File: src/rtl/seq_divider6.sv
// Sequential restoring divider, one quotient bit per clock, MSB first.
// Three-state control (IDLE/RUN/DONE) with registered status and results.
module seq_divider6 #(
  parameter int WIDTH = 6
) (
  input  logic             clk,
  input  logic             reset,
  input  logic             start,
  input  logic [WIDTH-1:0] dividend,
  input  logic [WIDTH-1:0] divisor,
  output logic             busy,
  output logic             done,
  output logic [WIDTH-1:0] quotient,
  output logic [WIDTH-1:0] remainder,
  output logic             div_by_zero
);

  localparam int CW = (WIDTH > 1) ? $clog2(WIDTH) : 1;
  localparam logic [CW-1:0] LastCount = CW'(WIDTH - 1);

  typedef enum logic [1:0] {
    IDLE = 2'd0,
    RUN  = 2'd1,
    DONE = 2'd2
  } state_t;

  state_t           state;
  logic [CW-1:0]    stepCount;
  logic [WIDTH-1:0] dvdShift;
  logic [WIDTH-1:0] dvsHold;
  logic [WIDTH-1:0] partial;

  logic [WIDTH:0]   shifted;
  logic [WIDTH-1:0] trial;
  logic             noBorrow;
  logic [WIDTH-1:0] partialNext;
  logic [WIDTH-1:0] dvdNext;
  logic             lastStep;
  logic             accept;

  // One restoring step: shift in the next dividend bit, try to subtract.
  // The low WIDTH bits of the difference are exact whenever it is kept,
  // including divisor 0 where the partial remainder simply collects the
  // dividend and every quotient bit comes out 1.
  always_comb begin
    shifted     = {partial, dvdShift[WIDTH-1]};
    noBorrow    = (shifted >= {1'b0, dvsHold});
    trial       = shifted[WIDTH-1:0] - dvsHold;
    partialNext = noBorrow ? trial : shifted[WIDTH-1:0];
    dvdNext     = WIDTH'({dvdShift, noBorrow});
    lastStep    = (stepCount == LastCount);
    accept      = start && (state != RUN);
  end

  // Control FSM plus datapath registers; results move only on the last step.
  always_ff @(posedge clk) begin
    if (reset) begin
      state       <= IDLE;
      stepCount   <= '0;
      dvdShift    <= '0;
      dvsHold     <= '0;
      partial     <= '0;
      busy        <= 1'b0;
      done        <= 1'b0;
      quotient    <= '0;
      remainder   <= '0;
      div_by_zero <= 1'b0;
    end else begin
      unique case (state)
        IDLE, DONE: begin
          if (accept) begin
            state     <= RUN;
            stepCount <= '0;
            dvdShift  <= dividend;
            dvsHold   <= divisor;
            partial   <= '0;
            busy      <= 1'b1;
            done      <= 1'b0;
          end
        end
        RUN: begin
          dvdShift <= dvdNext;
          partial  <= partialNext;
          if (lastStep) begin
            state       <= DONE;
            busy        <= 1'b0;
            done        <= 1'b1;
            quotient    <= dvdNext;
            remainder   <= partialNext;
            div_by_zero <= (dvsHold == '0);
          end else begin
            stepCount <= stepCount + 1'b1;
          end
        end
        default: begin
          state <= IDLE;
          busy  <= 1'b0;
          done  <= 1'b0;
        end
      endcase
    end
  end

endmodule
File: config.mk
export PLATFORM = sky130hd
export DESIGN_NAME = seq_divider6
export DESIGN_NICKNAME = d
export VERILOG_FILES = /design/src/rtl/seq_divider6.sv
export SDC_FILE = /design/constraint.sdc
export NUM_CORES = 1
export LEC_CHECK = 0
export BUFFER_PORTS_ARGS = -buffer_cell sky130_fd_sc_hd__buf_4
export CORE_ASPECT_RATIO = 1.25
export CORE_MARGIN = 2
export CORE_UTILIZATION = 55
export CTS_BUF_LIST = sky130_fd_sc_hd__clkbuf_8 sky130_fd_sc_hd__clkbuf_16
export DETAILED_ROUTE_END_ITERATION = 12
export GPL_ROUTABILITY_DRIVEN = 0
export GPL_TIMING_DRIVEN = 0
export PLACE_DENSITY_LB_ADDON = 0.05
export SETUP_SLACK_MARGIN = 0.15
export SLEW_MARGIN = 20
export SYNTH_ARGS = -nofsm -noshare
export SYNTH_HDL_FRONTEND = slang
export SYNTH_SLANG_ARGS = --single-unit
File: constraint.sdc
create_clock -name clk -period 2.5 [get_ports clk]
set_input_delay 0.25 -clock clk [delete_from_list [all_inputs] [get_ports clk]]
set_output_delay 0.25 -clock clk [all_outputs]
set_load 0.01 [all_outputs]
# --- Word level (Yosys, flattened, before mapping) ---
# Index checks and enable logic that the tools add are counted.
totals:
  ff_bits: 38
  output_inout_bits: 15
op_classes:
  add_sub_neg: 2
  order_cmp: 1
  eq_ne: 7
  muxes: 17
  n_reduce_logical: 10
ops:
  columns: ["cell", "n"]
  rows:
  - ["case mux 6 bit (2 select lines)", 2]
  - ["2-to-1 mux 6 bit", 3]
  - ["AND reduction 2 bit", 4]
  - [">= comparator 7 x 6 -> 1 bit", 1]
  - ["zero test 6 bit", 1]
  - ["2-to-1 mux 3 bit", 2]
  - ["inequality test 2 bit (second input constant)", 3]
  - ["case mux 3 bit (2 select lines)", 1]
  - ["subtractor 6 bit", 1]
  - ["2-to-1 mux 1 bit", 4]
  - ["2-to-1 mux 2 bit", 2]
  - ["case mux 1 bit (2 select lines)", 2]
  - ["case mux 2 bit (2 select lines)", 1]
  - ["adder 3 x 1 -> 3 bit (second input constant)", 1]
  - ["== test 3 bit (second input constant)", 1]
  - ["AND reduction 3 bit", 1]
  - ["== test 2 x 1 -> 1 bit (second input constant)", 1]
  - ["== test 2 bit (second input constant)", 1]
  - ["zero test 2 bit", 1]
  - ["inequality test 2 x 1 -> 1 bit (second input constant)", 1]
  - ["nonzero test 2 bit", 1]
  - ["OR reduction 2 bit", 1]
  - ["logical AND 1 bit", 1]

# --- Longest topological paths before layout ---
depth:
  depth_word: 4
  ltp_mapped: 9
  ltp_nobuf: 9

# --- Worst setup path before layout ---
# No wires, ideal clock.
synth_path:
  path_kind: "register to register"
  start: "reg dvsHold[4]"
  end: "reg remainder[5]"
  arrival_time_ns: 1.835
  setup_slack_ns: 0.579
  path_stages_with_launch: 9
  path_cell_list: "dfxtp_1 inv_1 ha_1 a21o_1 a211o_1 a21o_1 buf_6 mux2i_1 a211oi_1"
synth_via:
  elab_chain_cells: 2
synth_lines:
  columns: ["element", "line_no", "rtl"]
  rows:
  - ["start: declaration", "30", "logic [WIDTH-1:0] dvsHold;"]
  - ["start signal: assignment", "75", "dvsHold <= divisor;"]
  - ["subtractor 6 bit / >= comparator 7 x 6 -> 1 bit (equally long branches)", "48, 47", null]
  - ["2-to-1 mux 6 bit *", "49", "partialNext = noBorrow ? trial : shifted[WIDTH-1:0];"]
  - ["end signal: assignment", "89", "remainder <= partialNext;"]
  - ["end: declaration", "14", "output logic [WIDTH-1:0] remainder,"]
# Every way passes the cells marked *; elsewhere a longest branch is shown, timed or not.
# A chain may end at the register's enable or synchronous reset.

# --- Worst setup path after layout ---
layout_path:
  start: "reg dvsHold[4]"
  end: "reg remainder[3]"
layout_via:
  elab_chain_cells: 2
layout_lines:
  columns: ["element", "line_no", "rtl"]
  rows:
  - [">= comparator 7 x 6 -> 1 bit", "47", "noBorrow = (shifted >= {1'b0, dvsHold});"]
  - ["2-to-1 mux 6 bit", "49", null]
# No other way between the ends.

==> reports/metrics.cfg <==
[placed_design]
place_ws_ns = 0.415
io_buffers = 28
dp_hpwl_mm = 2.80
place_inst = 281

[global_route]
grt_max_degree = 13
grt_pass1_wl_mm = 6.17
grt_usage_pct = 23.7
globalRouteOverflowTotal = 0
grt_pass1_vias = 1427
grt_antenna_before_repair = 0

[setup_path]
end_kind = register
startpoint = dvsHold[4]
arrival_ns = 2.30
reg2reg_to = remainder[3]
reg2reg_slack_ns = 0.42
cp_max_fo = 6
critPathKind = register to register
reg2reg_from = dvsHold[4]
crit_required_ns = 2.72
reg2regPathDepth = 8
cp-start-kind = register

[drt]
num_vias = 1571
routed_wl_mm = 3.81
drt_iter0_drc = 46
post-route-drc-count = 0
via_per_inst = 5.44
firstDrtPassIters = 4
antenna_left = 0
wl_per_cell_um = 13.2

[floorplan]
fp.dieH_um = 67.2
start_util_pct = 58.6
dieArea_mm2 = 0.00367
ios = 30
rows = 22
core_mm2 = 0.00300
die_w_um = 54.6

[timing]
min_period_over_period_pct = 83.3
hold_viol = 0
setup_tns_ns = 0
finClkSkew_ns = 0.00461
setup_ws_ns = 0.419
drv_slew = 0
slew_headroom_pct = 56.3
setup_violations = 0
fin_crit_ns = 2.08
hold_ws_ns = 0.204
fmax_ghz = 0.480
grt_setup_unrepaired = no
worst_pin_slew_ns = 0.651

[final_layout]
fill_cells = 258
diodes = 0
fin_nets = 277
utilization_pct = 70.3
instances_no_fill = 289
area_growth_pct = 20.0
layout-drive-gt1-share_pct = 16.6

[logic_synthesis]
synth_area_mm2 = 0.00176
ys_types = 35
synth-warning-count = 0
async_flop_share_pct = 0
synth_edf_count = 0
synth_flop_cell = dfxtp_1
syn-num-nets = 242
avgSynthCellArea_um2 = 8.10
synthCells = 217
ys_seq_area_share_pct = 42.1
synth-seq-cells = 37

[cts]
cts_post_setup_buffers_inserted = 0
tritoncts = yes
post_cts_resized = 0
cts-root-buf = clkbuf_8
hold_buffers = 0
numCtsBuffers = 5
clkTransAtPathRegs_ns = 0.08
htree_levels = 2
clk_path_buf_depth = 2
clk_latency_ns = 0.29
cts_num_sinks = 37

[min_path]
hold_start = divisor[2]
hold_depth = 3
min_to = dvsHold[2]
hold_class = input pin to register

[power_and_ir_drop]
ir_worst_vdd_mv = 0.465
leakage_uw = 0.000887
power.density_mw_per_mm2 = 720

[job]
drv_cap = 0

[run_status]
outcome = completed

state kept, by name (all words and copies together), names as in the netlist:
| signal | count |
|---|---|
| busy | 1 |
| div_by_zero | 1 |
| done | 1 |
| dvdShift | 6 |
| dvsHold | 6 |
| partial | 6 |
| quotient | 6 |
| remainder | 6 |
| state | 1 |
| stepCount | 3 |
placed cells by master (no fill, tap or decap), types with 6 or more instances in the layout:
master / netlist / routed
a21oi_1: 23 / 23
buf_4: 0 / 28
clkbuf_1: 7 / 7
clkbuf_8: 0 / 6
dfxtp_1: 37 / 37
ha_1: 9 / 9
inv_1: 10 / 10
nand2_1: 47 / 47
nand2b_1: 6 / 6
nor2_1: 20 / 20
o21ai_0: 8 / 8
layout make-up:
cell class | count | area [µm²] | share of cell area [%]
Multi-Input combinational cell | 160 | 933 | 44.2
Sequential cell | 37 | 741 | 35.1
Timing Repair Buffer | 28 | 210 | 9.96
Clock buffer | 6 | 82.6 | 3.91
Buffer | 10 | 46.3 | 2.19
Tap cell | 36 | 45.0 | 2.14
Inverter | 10 | 37.5 | 1.78
Clock inverter | 2 | 13.8 | 0.652
per-stage QoR:
| stage | power, µW | cell area [µm²] |
|---|---|---|
| global route | 1600 | 2110 |
| finish | 1520 | 2110 |
| floorplan | 988 | 1760 |
| CTS | 1530 | 2110 |
| global placement | 1080 | 2010 |
| detailed placement | 1090 | 2010 |
cells by family (layout without fill, tap and decap cells):
family          count (synthesis)  count (layout)  share of synthesized area (%)
simple gates                   86              86                           21.1
compound gates                 56              56                           20.2
flops                          37              37                           42.1
buf+inv                        20              56                           4.77
fa+ha+maj                      10              10                           7.54
xor+xnor                        4               4                           1.99
mux                             4               4                           2.28
worst max-delay path, stage by stage, from the launching register on:
cell      delay [ns]
dfxtp_1         0.35
inv_1           0.05
ha_1            0.37
a21o_1          0.21
a211o_1         0.34
a21o_1          0.18
buf_6           0.13
mux2i_1         0.14
a211oi_1        0.23
synthesized netlist by cell type (2+ instances only):
library cell	number	area [µm²]
nor3_1	2	10.0
inv_1	10	37.5
xor2_1	3	26.3
mux2i_1	4	40.0
o21ai_1	2	10.0
o21ai_0	8	40.0
ha_1	9	113
nand2b_1	6	37.5
a311oi_1	5	43.8
clkbuf_1	7	26.3
nor2_1	20	75.1
a31oi_1	2	12.5
a211oi_1	5	37.5
nand2_1	47	176
o211ai_1	2	15.0
a211o_2	2	20.0
a21o_1	3	22.5
a21oi_1	23	115
dfxtp_1	37	741
nor2b_1	3	18.8
nand3_1	3	15.0
worst max path at each step:
stage	end	slack (ns)	cells past startpoint
after floorplan	remainder[5]	0.58	8
after global placement	remainder[1]	0.43	8
after detailed placement	remainder[3]	0.42	8
after CTS	remainder[3]	0.40	8
after global routing	partial[3]	0.26	8
final	remainder[3]	0.42	8
power by group:
part	internal (µW)	switching, µW
registers	624	29.5
clock network	223	220
logic	192	231
layer usage:
metal	global-route usage (%)	wire, µm
met1	28.8	1740
met2	39.3	1860
met3	5.97	157
met4	9.38	53
met5	0	0
Note: power is estimated with default switching activity, not from simulation.
